==> config.mk <==
export PLATFORM = sky130hd
export DESIGN_NAME = ip_msx50bus_bridge_flat
export DESIGN_NICKNAME = d
export VERILOG_FILES = /design/src/rtl/ip_msx50bus_pkg.sv /design/src/rtl/ip_msx50bus_bridge_if.sv /design/src/rtl/ip_msx50bus_sync.sv /design/src/rtl/ip_msx50bus_bridge.sv /design/src/flat_wrapper.sv
export SDC_FILE = /design/constraint.sdc
export NUM_CORES = 1
export LEC_CHECK = 0
export BUFFER_PORTS_ARGS = -buffer_cell sky130_fd_sc_hd__buf_2
export CAP_MARGIN = 25
export CELL_PAD_IN_SITES_DETAIL_PLACEMENT = 0
export CELL_PAD_IN_SITES_GLOBAL_PLACEMENT = 2
export CORE_MARGIN = 2
export CORE_UTILIZATION = 29
export CTS_BUF_LIST = sky130_fd_sc_hd__clkbuf_8 sky130_fd_sc_hd__clkbuf_16
export CTS_CLUSTER_DIAMETER = 60
export DETAILED_ROUTE_END_ITERATION = 16
export GPL_ROUTABILITY_DRIVEN = 0
export PLACE_DENSITY = 0.9
export SYNTH_ARGS = -nofsm -noshare
export SYNTH_HDL_FRONTEND = slang
export SYNTH_SLANG_ARGS = --single-unit
==> constraint.sdc <==
create_clock -name clk -period 2.8 [get_ports clk]
set_input_delay 0.56 -clock clk [delete_from_list [all_inputs] [get_ports clk]]
set_output_delay 0.56 -clock clk [all_outputs]
set_load 0.005 [all_outputs]
==> src/rtl/ip_msx50bus_pkg.sv <==
// Shared state encoding and constants for the MSX50 cartridge-bus bridge.
package ip_msx50bus_pkg;

  typedef enum logic [2:0] {
    IDLE,
    RD_WAIT,
    RD_DRIVE,
    RD_IGNORE,
    WR_ACTIVE
  } state_t;

  localparam logic [7:0] IDLE_DATA  = 8'hFF;
  localparam int         SYNC_DEPTH = 2;

endpackage

==> src/rtl/ip_msx50bus_bridge_if.sv <==
// Internal peripheral-side bus of the MSX50 bridge; the bridge is the master.
interface ip_msx50bus_bridge_if;

  logic [15:0] bus_address;
  logic        bus_memory_read;
  logic        bus_memory_write;
  logic [7:0]  bus_write_data;
  logic        bus_read_ready;
  logic [7:0]  bus_read_data;

  modport master (
    output bus_address, bus_memory_read, bus_memory_write, bus_write_data,
    input  bus_read_ready, bus_read_data
  );

  modport slave (
    input  bus_address, bus_memory_read, bus_memory_write, bus_write_data,
    output bus_read_ready, bus_read_data
  );

endinterface

==> src/rtl/ip_msx50bus_sync.sv <==
// Multi-flop synchronizer for one asynchronous active-low strobe; resets to the inactive level.
module ip_msx50bus_sync
  import ip_msx50bus_pkg::*;
(
  input  logic clk,
  input  logic n_reset,
  input  logic d,
  output logic q
);

  logic [SYNC_DEPTH-1:0] ff;

  always_ff @(posedge clk) begin
    if (!n_reset) ff <= '1;
    else          ff <= {ff[SYNC_DEPTH-2:0], d};
  end

  assign q = ff[SYNC_DEPTH-1];

endmodule

==> src/rtl/ip_msx50bus_bridge.sv <==
// MSX50 cartridge slot to internal memory bus bridge with read timeout.
// Optional Z80 wait generation during reads is enabled by defining IP_MSX50BUS_WAIT_EN.
module ip_msx50bus_bridge
  import ip_msx50bus_pkg::*;
#(
  parameter int TIMEOUT_CYCLES = 16
) (
  input  logic        clk,
  input  logic        n_reset,
  input  logic        msx_n_sltsl,
  input  logic        msx_n_rd,
  input  logic        msx_n_wr,
  input  logic [15:0] msx_a,
  input  logic [7:0]  msx_d_in,
  output logic [7:0]  msx_d_out,
  output logic        msx_d_oe,
`ifdef IP_MSX50BUS_WAIT_EN
  output logic        msx_n_wait,
`endif
  ip_msx50bus_bridge_if.master bus_if
);

  localparam int CNT_W = $clog2(TIMEOUT_CYCLES) + 1;
  localparam logic [CNT_W-1:0] CNT_LAST = CNT_W'(TIMEOUT_CYCLES - 1);

  function automatic logic [CNT_W-1:0] sat_inc(input logic [CNT_W-1:0] v);
    return (v == '1) ? v : v + 1'b1;
  endfunction

  logic sltsl_s, rd_s, wr_s;

  ip_msx50bus_sync u_sync_sltsl (.clk(clk), .n_reset(n_reset), .d(msx_n_sltsl), .q(sltsl_s));
  ip_msx50bus_sync u_sync_rd    (.clk(clk), .n_reset(n_reset), .d(msx_n_rd),    .q(rd_s));
  ip_msx50bus_sync u_sync_wr    (.clk(clk), .n_reset(n_reset), .d(msx_n_wr),    .q(wr_s));

  state_t           state, state_nxt;
  logic             rd_q, rd_nxt, wr_q, wr_nxt, oe_q, oe_nxt;
  logic [15:0]      addr_q, addr_nxt;
  logic [7:0]       wdata_q, wdata_nxt, dout_q, dout_nxt;
  logic [CNT_W-1:0] cnt_q, cnt_nxt;

  always_ff @(posedge clk) begin
    if (!n_reset) begin
      state   <= IDLE;
      rd_q    <= 1'b0;
      wr_q    <= 1'b0;
      oe_q    <= 1'b0;
      addr_q  <= 16'h0000;
      wdata_q <= 8'h00;
      dout_q  <= IDLE_DATA;
      cnt_q   <= '0;
    end else begin
      state   <= state_nxt;
      rd_q    <= rd_nxt;
      wr_q    <= wr_nxt;
      oe_q    <= oe_nxt;
      addr_q  <= addr_nxt;
      wdata_q <= wdata_nxt;
      dout_q  <= dout_nxt;
      cnt_q   <= cnt_nxt;
    end
  end

  always_comb begin
    state_nxt = state;
    rd_nxt    = rd_q;
    wr_nxt    = wr_q;
    oe_nxt    = oe_q;
    addr_nxt  = addr_q;
    wdata_nxt = wdata_q;
    dout_nxt  = dout_q;
    cnt_nxt   = cnt_q;
    case (state)
      IDLE: begin
        // Simultaneous rd and wr is a bus glitch and matches neither branch.
        if (!sltsl_s && !rd_s && wr_s) begin
          addr_nxt  = msx_a;
          rd_nxt    = 1'b1;
          cnt_nxt   = '0;
          state_nxt = RD_WAIT;
        end else if (!sltsl_s && !wr_s && rd_s) begin
          addr_nxt  = msx_a;
          wdata_nxt = msx_d_in;
          wr_nxt    = 1'b1;
          state_nxt = WR_ACTIVE;
        end
      end
      RD_WAIT: begin
        if (rd_s || sltsl_s) begin
          rd_nxt    = 1'b0;
          state_nxt = IDLE;
        end else if (bus_if.bus_read_ready) begin
          dout_nxt  = bus_if.bus_read_data;
          rd_nxt    = 1'b0;
          oe_nxt    = 1'b1;
          state_nxt = RD_DRIVE;
        end else if (cnt_q >= CNT_LAST) begin
          rd_nxt    = 1'b0;
          state_nxt = RD_IGNORE;
        end else begin
          cnt_nxt = sat_inc(cnt_q);
        end
      end
      RD_DRIVE, RD_IGNORE: begin
        if (rd_s || sltsl_s) begin
          oe_nxt    = 1'b0;
          dout_nxt  = IDLE_DATA;
          state_nxt = IDLE;
        end
      end
      WR_ACTIVE: begin
        if (wr_s || sltsl_s) begin
          wr_nxt    = 1'b0;
          state_nxt = IDLE;
        end
      end
      default: state_nxt = IDLE;
    endcase
  end

  assign bus_if.bus_address      = addr_q;
  assign bus_if.bus_memory_read  = rd_q;
  assign bus_if.bus_memory_write = wr_q;
  assign bus_if.bus_write_data   = wdata_q;
  assign msx_d_out               = dout_q;
  assign msx_d_oe                = oe_q;

`ifdef IP_MSX50BUS_WAIT_EN
  assign msx_n_wait = (state != RD_WAIT);
`endif

endmodule

==> src/flat_wrapper.sv <==
// flat-port wrapper written by rule: the top's interface ports become plain ports
module ip_msx50bus_bridge_flat import ip_msx50bus_pkg::*;
#(
  parameter int TIMEOUT_CYCLES = 16
)
  (clk, n_reset, msx_n_sltsl, msx_n_rd, msx_n_wr, msx_a, msx_d_in, msx_d_out, msx_d_oe, bus_if_bus_address, bus_if_bus_memory_read, bus_if_bus_memory_write, bus_if_bus_write_data, bus_if_bus_read_ready, bus_if_bus_read_data);
  ip_msx50bus_bridge_if bus_if_i ();
  input  logic clk;
  input  logic n_reset;
  input  logic msx_n_sltsl;
  input  logic msx_n_rd;
  input  logic msx_n_wr;
  input  logic [15:0] msx_a;
  input  logic [7:0] msx_d_in;
  output logic [7:0] msx_d_out;
  output logic msx_d_oe;
  output wire logic [$bits(bus_if_i.bus_address)-1:0] bus_if_bus_address;
  output wire logic [$bits(bus_if_i.bus_memory_read)-1:0] bus_if_bus_memory_read;
  output wire logic [$bits(bus_if_i.bus_memory_write)-1:0] bus_if_bus_memory_write;
  output wire logic [$bits(bus_if_i.bus_write_data)-1:0] bus_if_bus_write_data;
  input wire logic [$bits(bus_if_i.bus_read_ready)-1:0] bus_if_bus_read_ready;
  input wire logic [$bits(bus_if_i.bus_read_data)-1:0] bus_if_bus_read_data;
  assign bus_if_bus_address = bus_if_i.bus_address;
  assign bus_if_bus_memory_read = bus_if_i.bus_memory_read;
  assign bus_if_bus_memory_write = bus_if_i.bus_memory_write;
  assign bus_if_bus_write_data = bus_if_i.bus_write_data;
  assign bus_if_i.bus_read_ready = bus_if_bus_read_ready;
  assign bus_if_i.bus_read_data = bus_if_bus_read_data;
  ip_msx50bus_bridge #(.TIMEOUT_CYCLES(TIMEOUT_CYCLES)) u_core (.clk(clk), .n_reset(n_reset), .msx_n_sltsl(msx_n_sltsl), .msx_n_rd(msx_n_rd), .msx_n_wr(msx_n_wr), .msx_a(msx_a), .msx_d_in(msx_d_in), .msx_d_out(msx_d_out), .msx_d_oe(msx_d_oe), .bus_if(bus_if_i));
endmodule
==> After elaboration in Yosys (flattened, before gate mapping) <==
Index checks and enable logic that the tools add are counted.
{ "word_totals": {"register_bits": 49, "input_bits": 38, "wordCells": 86} }
{ "classes": {"add_sub_neg": 1, "order_cmp": 1, "n_eq_ne": 17, "n_mux": 33, "bitwise_logic": 1, "n_reduce_logical": 22} }
{ "ops": {"columns": ["operator", "n"], "rows": [
  ["$mux W16", 2],
  ["$mux W5", 5],
  ["$mux W8", 3],
  ["$mux W3", 7],
  ["$pmux W8 S2", 1],
  ["$ne A2 B2 Y1 const B", 6],
  ["$pmux W3 S4", 1],
  ["$reduce_and A4 Y1", 3],
  ["$mux W1", 10],
  ["$pmux W5 S2", 1],
  ["$ne A2 B1 Y1 const B", 4],
  ["$reduce_bool A2 Y1", 4],
  ["$eq A3 B2 Y1 const B", 2],
  ["$pmux W1 S2", 3],
  ["$reduce_and A3 Y1", 2],
  ["$reduce_and A6 Y1", 1],
  ["$add A5 B1 Y5 const B", 1],
  ["$eq A5 B5 Y1 const B", 1],
  ["$ge A5 B4 Y1 const B", 1],
  ["$logic_and A1 B1 Y1", 4],
  ["$ne A4 B2 Y1 const B", 1],
  ["$eq A3 B1 Y1 const B", 1],
  ["$eq A3 B3 Y1 const B", 1],
  ["$logic_not A1 Y1", 3],
  ["6 further kinds", 7]
]} }

==> Depth between registers and ports, before layout <==
Gate-level depths: netlist of the first run.
{ "depth": {"ltp_word": 6, "mapped_depth": 7, "ltp_nobuf": 7} }

==> Cells and area by module <==
A second synthesis of the first run with hierarchy kept.
{ "unflattened": {"hier_cells": 193, "area_unflattened_um2": 1924.3} }
{ "by_module_without_submodules": {"columns": ["module", "n_inst", "cells_each", "area_per_inst_um2", "seq_area_each_um2"], "rows": [
  ["ip_msx50bus_bridge", 1, 181, 1766.7, 860.8],
  ["ip_msx50bus_sync", 3, 4, 52.6, 40.0]
]} }

==> Worst setup path after synthesis of the first run <==
No wires, ideal clock.
{ "synth_path": {"path_type": "register to register", "start": "register u_core.cnt_q[0]", "end": "register u_core.cnt_q[0]", "t_arrival_ns": 1.595, "setup_slack_ns": 1.135, "stages_incl_launch_ff": 8, "synth_period_minus_slack_ns": 1.665, "path_cell_list": "dfxtp_1 > ha_1 > and3_1 > ha_1 > nor4_2 > nand4_2 > or2_0 > a21oi_1"} }
{ "synth_between": {"elab_chain_cells": 6, "elab_cells_between_ends": 11, "cone_classes": "1 x add/sub; 1 x order compare; 3 x eq/ne; 5 x mux; 1 x reduce/logical"} }
{ "synth_lines": {"columns": ["item", "line_no", "text"], "rows": [
  ["from (decl)", "ip_msx50bus_bridge.sv:40", "logic [CNT_W-1:0] cnt_q, cnt_nxt;"],
  ["from (signal assigned)", "ip_msx50bus_bridge.sv:60", "cnt_q <= cnt_nxt;"],
  ["$add A5 B1 Y5", "ip_msx50bus_bridge.sv:27", "return (v == '1) ? v : v + 1'b1;"],
  ["$mux W5", "ip_msx50bus_bridge.sv:27", null],
  ["$mux W5", "ip_msx50bus_bridge.sv:97", "end else if (cnt_q >= CNT_LAST) begin"],
  ["$mux W5", "ip_msx50bus_bridge.sv:92", "end else if (bus_if.bus_read_ready) begin"],
  ["$mux W5", "ip_msx50bus_bridge.sv:89", "if (rd_s || sltsl_s) begin"],
  ["$pmux W5 S2", "ip_msx50bus_bridge.sv:73", "case (state)"]
]} }
Several ways; a longest one is shown, not always the timed one. The select of a mux whose other input is x is not followed.
A chain may end at the register's enable or synchronous reset.

==> Worst setup path in the final report of the first run <==
{ "layout_path": {"start": "register u_core.cnt_q[0]", "end": "register u_core.rd_q, in the netlist u_core.bus_if.bus_memory_read"} }
{ "layout_between": {"elab_chain_cells": 3} }
{ "layout_lines": {"columns": ["item", "line_no", "text"], "rows": [
  ["$ge A5 B4 Y1", "ip_msx50bus_bridge.sv:97", null],
  ["$ne A4 B2 Y1 (no source line)", null, null],
  ["$reduce_and A3 Y1 (no source line)", null, null],
  ["to (signal assigned)", "ip_msx50bus_bridge.sv:54", "rd_q <= rd_nxt;"],
  ["to (decl)", "ip_msx50bus_bridge.sv:37", "logic rd_q, rd_nxt, wr_q, wr_nxt, oe_q, oe_nxt;"]
]} }
Every way passes these cells.

==> results.json, run 1 <==
{
  "yosys-top-cells-area": "dfxtp_1, a21oi_1, nand3_1",
  "synthXorXnorAreaFrac_pct": 0,
  "track_usage_pct": 12.82,
  "regArea_um2": 980.9,
  "worstSetupStartpointType": "flop",
  "irDropWorstVdd_mv": 0.2493,
  "n_antenna_cell": 0,
  "setup_viol": 0,
  "num_vias": 1700,
  "min_path_type": "flop to flop",
  "cpMostUsedCell": "ha_1",
  "synthesis.area_um2": 1903,
  "arrival_ps": 2160,
  "wl_um": 4681,
  "synth_top_family_by_area": "simple AND/OR/NAND/NOR gates",
  "drc": 0,
  "vias_per_cell": 4.830,
  "crit_type": "flop to flop",
  "crit_buf_inv": 0,
  "ys_ff_latch": 49,
  "hpwlAfterDp_um": 3234,
  "antenna_found_initial": 0,
  "core_area_um2": 6350,
  "grt_pass1_wl_um": 7493,
  "grt-ovfl-total": 0,
  "max_slew_margin_pct": 43.11,
  "cap_viol_max_count": 0,
  "clock-sinks": 49,
  "yosysTopAreaCell": "dfxtp_1",
  "io_pins": 73,
  "synth_cell_types": 36,
  "io_buffers": 72,
  "cts_buffers": 5,
  "synth_compound_area_share_pct": 20.51,
  "synthFlopType": "dfxtp_1",
  "final_cell_area_um2": 2425,
  "cts-root-buf": "clkbuf_8",
  "post_drt_wl_per_cell_um": 13.30,
  "synthMuxAreaShare_pct": 0,
  "clock_latency_ps": 310,
  "dr.pass1.iters": 4,
  "crit_fanout": 5,
  "hold_violations": 0,
  "cp-end-kind": "flop",
  "hold_buffers": 0,
  "die_y_um": 85.01,
  "multi_input_area_um2": 830.8,
  "synthArstFlopShare_pct": 0,
  "ant_nets": 0,
  "synth-simple-area-share_pct": 21.17,
  "synth_fa_ha_area_share_pct": 1.972,
  "worst_pin_slew_ps": 852.7,
  "synth_edf_count": 0,
  "cts-resized-gates": 0,
  "cp.required_ps": 3060,
  "grt_pass1_vias": 1539,
  "path_clk_slew_ps": 100,
  "cts_setup_buffers": 0,
  "dpl_cell_area_um2": 2310,
  "start_util_pct": 29.97,
  "cp_slowest_cell": "o41ai_1",
  "setup_tns_ps": 0,
  "cellPowerDensity_nw_per_um2": 532.4,
  "p_leak_nw": 1.006,
  "fin_crit_ps": 1899,
  "maxSlewViolCount": 0,
  "syn_inst": 206,
  "area.growth.synth_to_final_pct": 27.42,
  "die_area_um2": 7227,
  "dr.first_iter.drc_count": 76,
  "grt_setup_unrepaired": "no",
  "fill_cells": 667,
  "post-route-period-util_pct": 67.81,
  "timing.fmax_mhz": 526.7,
  "skew_ps": 9.925,
  "htreeDepth": 2,
  "yosys.area.top_type_share_pct": 51.55,
  "drive_gt1_share_pct": 32.73,
  "tritoncts": "built",
  "cp_top_family": "compound AO/OA/AOI/OAI gates",
  "nets": 315,
  "ys_warn_count": 0,
  "outcome": "completed",
  "rows": 29,
  "syn_avg_cell_area_um2": 9.238,
  "ys_seq_area_share_pct": 51.55,
  "clockBufferDepth": 2,
  "cpPeakStageDelay_ps": 440,
  "synth_nets": 247,
  "die_x_um": 85.01,
  "grt_max_degree": 25,
  "path_cells": "ha_1, and3_1, ha_1, nor2_1, nand2_1, o41ai_1, o211a_1"
}
## state kept, by name (all words and copies together) (netlist names)
signal,flops
u_core.bus_if.bus_address,16
u_core.msx_d_out,8
u_core.bus_if.bus_write_data,8
u_core.state,3
u_core.bus_if.bus_memory_read,1
u_core.u_sync_wr.ff,2
u_core.msx_d_oe,1
u_core.cnt_q,5
u_core.bus_if.bus_memory_write,1
u_core.u_sync_rd.ff,2
u_core.u_sync_sltsl.ff,2
## power by group
part	total (mW)	internal, mW	switching [mW]
Sequential	0.711	0.705	0.00600
Clock	0.520	0.268	0.252
Combinational	0.0602	0.0302	0.0301
Total	1.29	1.00	0.288
## worst paths after layout
| check | startpoint | endpoint | slack, ps | cells after the start |
|---|---|---|---|---|
| setup reg to reg | u_core.cnt_q[0] | u_core.bus_if.bus_memory_read | 900 | 7 |
| setup / recovery | u_core.cnt_q[0] | u_core.bus_if.bus_memory_read | 900 | 7 |
| hold / removal | u_core.u_sync_wr.ff[0] | u_core.u_sync_wr.ff[1] | 420 | 1 |
| hold reg to reg | u_core.u_sync_wr.ff[0] | u_core.u_sync_wr.ff[1] | 420 | 1 |
## layer usage
metal	wire length [um]	part of all wire, %	track usage [%]
met5	0	0	0
met3	207	4.4	2.821
met4	34	0.73	4.762
met2	2261	48	20.67
met1	2178	47	16.85
## cell usage in the layout, fill, tap and decap left out, types with 2 or more instances in the layout
cell	n
a21oi_1	30
and4b_1	2
buf_2	72
buf_4	2
clkbuf_8	5
dfxtp_1	49
ha_1	3
inv_1	3
nand2_1	20
nand2b_1	8
nand3_1	20
nand4b_1	4
nor2_1	4
nor2_2	2
o211a_1	2
o21ai_0	15
o21ai_1	4
o22a_1	8
or2_0	2
## logic make-up after synthesis
group                      count (synthesis)
AOI/OAI and AO/OA                         66
adders and majority gates                  3
and+or+nand+nor                           71
DFF                                       49
buffers and inverters                     17
## final cells by class
type                    count  area share [%]
flip-flops and latches     49           40.45
clock buffers               5           2.838
clock inverters             3           1.909
multi-input cells         140           34.26
inverters                   3          0.4644
repair buffers             75           16.10
well taps                  77           3.973
## Yosys cell counts (2+ instances only)
library cell	count
nand2b_1	8
or2_0	2
o22a_1	8
o211a_1	2
o21ai_1	4
ha_1	3
clkbuf_1	6
buf_6	2
and4b_1	2
buf_2	4
nor2_1	4
inv_1	3
nand3_1	20
nor2_2	2
buf_4	2
nand2_1	20
nand4b_1	4
a21oi_1	30
o21ai_0	15
dfxtp_1	49
## through the flow
step	total power, mW	std cells	worst slack, ps	utilization [%]	hold slack (ps)
global route	1.338	352	654.2	38.19	427.5
CTS	1.305	352	890.6	38.19	422.5
global placement	0.7866	343	786.6	36.14	396.9
finish	1.291	352	901.2	38.19	415.8
detailed placement	0.7878	344	930.2	36.37	400.3
floorplan	0.7510	206	1135	-	386.3
No activity file was read; power rests on OpenSTA's default activity.
==> run 2, diff against run 1 <==
--- a/config.mk
+++ b/config.mk
@@ -10,12 +10,12 @@
 export CELL_PAD_IN_SITES_DETAIL_PLACEMENT = 0
 export CELL_PAD_IN_SITES_GLOBAL_PLACEMENT = 2
 export CORE_MARGIN = 2
-export CORE_UTILIZATION = 29
+export CORE_UTILIZATION = 25
 export CTS_BUF_LIST = sky130_fd_sc_hd__clkbuf_8 sky130_fd_sc_hd__clkbuf_16
 export CTS_CLUSTER_DIAMETER = 60
 export DETAILED_ROUTE_END_ITERATION = 16
 export GPL_ROUTABILITY_DRIVEN = 0
-export PLACE_DENSITY = 0.9
+export PLACE_DENSITY = 0.83
 export SYNTH_ARGS = -nofsm -noshare
 export SYNTH_HDL_FRONTEND = slang
 export SYNTH_SLANG_ARGS = --single-unit
==> constraint.sdc (replaced) <==
create_clock -name clk -period 1.7 [get_ports clk]
set_input_delay 0.34 -clock clk [delete_from_list [all_inputs] [get_ports clk]]
set_output_delay 0.34 -clock clk [all_outputs]
set_load 0.005 [all_outputs]
==> run 2 against run 1 <==
  * Cell area up 7.8%
  * Via count up 3.8%
  * Sequential power up 65%
  * Global-route usage down 1.5 points
  * Clock-buffer cell count up 1
  * Sequential share of layout area down 2.8 points
  * Flip-flop and latch count unchanged
  * Register-to-register slack worse by 850 ps
  * Maximum frequency up 15%
  * Largest power group unchanged
==> results.json, run 2 (synthesis gave the netlist of run 1 again) <==
{
  "grt-ovfl-total": 0,
  "grt_setup_unrepaired": "yes",
  "fin_crit_ps": 1652,
  "track_usage_pct": 11.31,
  "post_drt_wl_per_cell_um": 12.38,
  "irDropWorstVdd_mv": 0.3007,
  "cap_viol_max_count": 0,
  "holdWs_ps": 226.9,
  "grt_pass1_vias": 1583,
  "n_antenna_cell": 0,
  "hold_violations": 0,
  "die_area_um2": 8327,
  "skew_ps": 7.690,
  "antenna_found_initial": 0,
  "wl_met2_um": 2277,
  "min_path_type": "input port to flop",
  "maxSlewViolCount": 0,
  "worstSetupStartpointType": "flop",
  "tritoncts": "built",
  "crit_type": "flop to flop",
  "cp.required_ps": 1890,
  "arrival_ps": 1840,
  "final_common_cell": "buf_2",
  "p_leak_nw": 1.064,
  "start_util_pct": 25.96,
  "clock_latency_ps": 300,
  "dp_cells": 373,
  "mostFrequentLayoutCells": "buf_2, dfxtp_1, a21oi_1",
  "top_layer": "met4",
  "setup_viol": 0,
  "hpwlAfterDp_um": 3343,
  "wl_met3_um": 240,
  "clock-sinks": 49,
  "max_slew_margin_pct": 72.80,
  "nets": 326,
  "report.power.total_mw": 2.117,
  "htreeDepth": 2,
  "io_pins": 73,
  "dr.pass1.iters": 5,
  "core_area_um2": 7331,
  "path_clk_slew_ps": 80,
  "grt_pass1_wl_um": 7562,
  "drc": 0,
  "crit_fanout": 7,
  "fin_ws_ps": 48.09,
  "timing.fmax_mhz": 605.4,
  "cp-end-kind": "flop",
  "cellPowerDensity_nw_per_um2": 809.8,
  "cts-root-buf": "clkbuf_8",
  "met1_length_um": 2163,
  "rows": 31,
  "io_buffers": 72,
  "worst_pin_slew_ps": 402.7,
  "vias_per_cell": 4.584,
  "outcome": "completed",
  "num_vias": 1765,
  "place_ws_ps": -124.2,
  "post-route-period-util_pct": 97.17,
  "largest_register_ffs": 16,
  "die_y_um": 91.25,
  "cts_buffers": 5,
  "ant_nets": 0,
  "grt_max_degree": 26,
  "fin_cells": 385,
  "die_x_um": 91.25,
  "area.growth.synth_to_final_pct": 37.34,
  "drive_gt1_share_pct": 37.76,
  "wl_um": 4766,
  "dr.first_iter.drc_count": 76,
  "clockBufferDepth": 2
}
[run 2: what timing repair did]
action                                  in CTS  in global routing
hold buffers                                 0                  0
setup buffers                                3                  1
endpoints found under the setup margin       6                  6
pin swaps                                    6                  4
resized for setup                            8                  5
[run 2: where the power goes]
group	internal [mW]	total, mW	switching [mW]
clock network	0.474	0.842	0.369
logic	0.0530	0.103	0.0501
registers	1.16	1.17	0.0108
[run 2: through the flow]
| step | instance area (um2) | TNS (ps) | utilization, % |
|---|---|---|---|
| after floorplan | 1903 | 0 | - |
| after global placement | 2407 | -90.33 | 32.84 |
| after detailed placement | 2407 | -270.5 | 32.84 |
| after CTS | 2587 | -58.68 | 35.30 |
| after global routing | 2614 | -126.2 | 35.65 |
| final | 2614 | 0 | 35.65 |
[run 2: cell type report]
cell class / instances / area (um2)
clock buffers: 6 / 82.58
clock inverters: 2 / 33.78
inverters: 3 / 11.26
repair buffers: 86 / 490.5
well taps: 99 / 123.9
flip-flops and latches: 49 / 983.4
fillers: 758 / 4717
multi-input cells: 140 / 888.4
[run 2: worst paths after layout]
path | startpoint | to | slack, ps | depth (start not counted)
setup / recovery | u_core.cnt_q[1] | u_core.cnt_q[2] | 50 | 7
hold / removal | msx_n_sltsl | u_core.u_sync_sltsl.ff[0] | 230 | 2
setup reg to reg | u_core.cnt_q[1] | u_core.cnt_q[2] | 50 | 7
hold reg to reg | u_core.u_sync_sltsl.ff[0] | u_core.u_sync_sltsl.ff[1] | 410 | 1
[run 2: critical path, cell delays in order (launching register included)]
cell and delay [ps]:
dfxtp_2 340, ha_4 150, and3_4 150, ha_4 160, nor4_4 180, nand4_4 170, buf_4 180, a41o_1 220
[run 2: routing by layer]
| metal | vias up | GRT usage [%] |
|---|---|---|
| li1 | 891 | - |
| met1 | 818 | 13.65 |
| met2 | 50 | 18.70 |
| met3 | 6 | 3.237 |
| met4 | 0 | 4.924 |
| met5 | - | 0 |
==> run 3, diff against run 2 <==
--- a/config.mk
+++ b/config.mk
@@ -16,6 +16,8 @@
 export DETAILED_ROUTE_END_ITERATION = 16
 export GPL_ROUTABILITY_DRIVEN = 0
 export PLACE_DENSITY = 0.83
+export REMOVE_ABC_BUFFERS = 1
+export SLEW_MARGIN = 20
 export SYNTH_ARGS = -nofsm -noshare
 export SYNTH_HDL_FRONTEND = slang
 export SYNTH_SLANG_ARGS = --single-unit
==> run 3 against run 2 <==
  * Core utilization fell by 0.27 points
  * Die area stayed put
  * Sequential power about the same
  * Maximum frequency up 0.25%
==> results.json, run 3 (synthesis gave the netlist of run 1 again) <==
{
  "outcome": "completed",
  "setup_viol": 0,
  "cp.required_ps": 1950,
  "worstSetupStartpointType": "flop",
  "grt_pass1_wl_um": 7824,
  "worst_pin_slew_ps": 430.1,
  "die_area_um2": 8327,
  "nets": 325,
  "cp-end-kind": "flop",
  "dr.pass1.iters": 4,
  "rows": 31,
  "fin_crit_ps": 1648,
  "cap_viol_max_count": 0,
  "n_antenna_cell": 0,
  "switching_power_mw": 0.4437,
  "cts-root-buf": "clkbuf_8",
  "hold_buffers": 0,
  "fin_cells": 384,
  "htreeDepth": 2,
  "cellPowerDensity_nw_per_um2": 821.5,
  "pwr-share-seq_pct": 55.0,
  "p_comb_share_pct": 4.8,
  "internal_power_mw": 1.687,
  "crit_fanout": 2,
  "grt_pass1_vias": 1660,
  "p_leak_nw": 1.059,
  "hold_violations": 0,
  "core_area_um2": 7331,
  "hpwlAfterDp_um": 3112,
  "irDropWorstVdd_mv": 0.5273,
  "ant_nets": 0,
  "switching_share_pct": 20.82,
  "path_clk_slew_ps": 90,
  "io_pins": 73,
  "drive_gt1_share_pct": 37.19,
  "dp_cells": 374,
  "clkPwrFrac_pct": 40.2,
  "clockBufferDepth": 2,
  "report.power.total_mw": 2.131,
  "wl_um": 4669,
  "arrival_ps": 1900,
  "largest_register_ffs": 16,
  "post_drt_wl_per_cell_um": 12.16,
  "fill_cells": 779,
  "skew_ps": 10.13,
  "io_buffers": 72,
  "clock-sinks": 49,
  "min_path_type": "input port to flop",
  "vias_per_cell": 4.552,
  "dr.first_iter.drc_count": 65,
  "mostFrequentLayoutCells": "buf_2, dfxtp_1, a21oi_1",
  "crit_type": "flop to flop",
  "area.growth.synth_to_final_pct": 36.29,
  "grt_setup_unrepaired": "yes",
  "cts_buffers": 5,
  "drc": 0,
  "max_slew_margin_pct": 71.20,
  "grt-ovfl-total": 0,
  "num_vias": 1748,
  "clock_latency_ps": 300,
  "timing.fmax_mhz": 606.9,
  "die_y_um": 91.25,
  "maxSlewViolCount": 0,
  "post-route-period-util_pct": 96.93,
  "start_util_pct": 25.96,
  "track_usage_pct": 11.54,
  "final_common_cell": "buf_2",
  "antenna_found_initial": 0,
  "grt_max_degree": 31,
  "fin_util_pct": 35.38,
  "tritoncts": "built",
  "die_x_um": 91.25
}
[run 3: metrics by stage]
stage / hold slack [ps] / area, um2 / TNS, ps / setup WS [ps]
after detailed placement: 390.9 / 2402 / -168.7 / -74.57
final: 215.3 / 2594 / 0 / 52.22
after global placement: 388.6 / 2402 / -64.01 / -34.28
after floorplan: 386.3 / 1823 / 0 / 28.18
after CTS: 205.5 / 2584 / -58.96 / -32.33
after global routing: 214.6 / 2594 / -106.0 / -50.62
[run 3: final cells by class]
| class | count | area, um2 | share of cell area [%] |
|---|---|---|---|
| Multi-Input combinational cell | 140 | 888.4 | 34.25 |
| Timing Repair Buffer | 85 | 470.5 | 18.14 |
| Tap cell | 99 | 123.9 | 4.776 |
| Clock inverter | 2 | 33.78 | 1.302 |
| Inverter | 3 | 11.26 | 0.4342 |
| Sequential cell | 49 | 983.4 | 37.92 |
| Clock buffer | 6 | 82.58 | 3.184 |
[run 3: path summary, 6_finish.rpt]
check | start | end | slack [ps] | depth (start not counted)
setup / recovery | u_core.cnt_q[1] | u_core.bus_if.bus_memory_read | 50 | 7
hold / removal | msx_n_wr | u_core.u_sync_wr.ff[0] | 220 | 2
setup reg to reg | u_core.cnt_q[1] | u_core.bus_if.bus_memory_read | 50 | 7
hold reg to reg | u_core.u_sync_sltsl.ff[0] | u_core.u_sync_sltsl.ff[1] | 410 | 1
[run 3: worst max-delay path, cell delays in order, from the launching register on]
cell and delay [ps]:
dfxtp_2 340, ha_4 160, and3_4 180, ha_1 190, nor2_2 150, nand2_1 100
o41ai_2 270, o211a_1 210
[run 3: metal layers]
| metal | vias to the layer above | track usage (%) | routed length, um |
|---|---|---|---|
| met5 | - | 0 | 0 |
| met4 | 0 | 3.030 | 35 |
| met3 | 4 | 3.402 | 316 |
| met2 | 54 | 18.70 | 2091 |
| met1 | 792 | 14.99 | 2226 |
| li1 | 898 | - | - |
[run 3: repair_timing]
action                     4_1_cts  5_1_grt
gates cloned                     0        0
buffers inserted                 1        1
pin swaps                        4        5
setup endpoints to repair        5        6
gates resized for setup         10        1
[run 3: power by group through the flow]
stage	combinational, mW	clock [mW]	sequential (mW)
after global routing	0.116	0.940	1.17
after detailed placement	0.103	0	1.20
after floorplan	0.0321	0	1.20
final	0.102	0.857	1.17
after CTS	0.104	0.886	1.17
after global placement	0.103	0	1.20
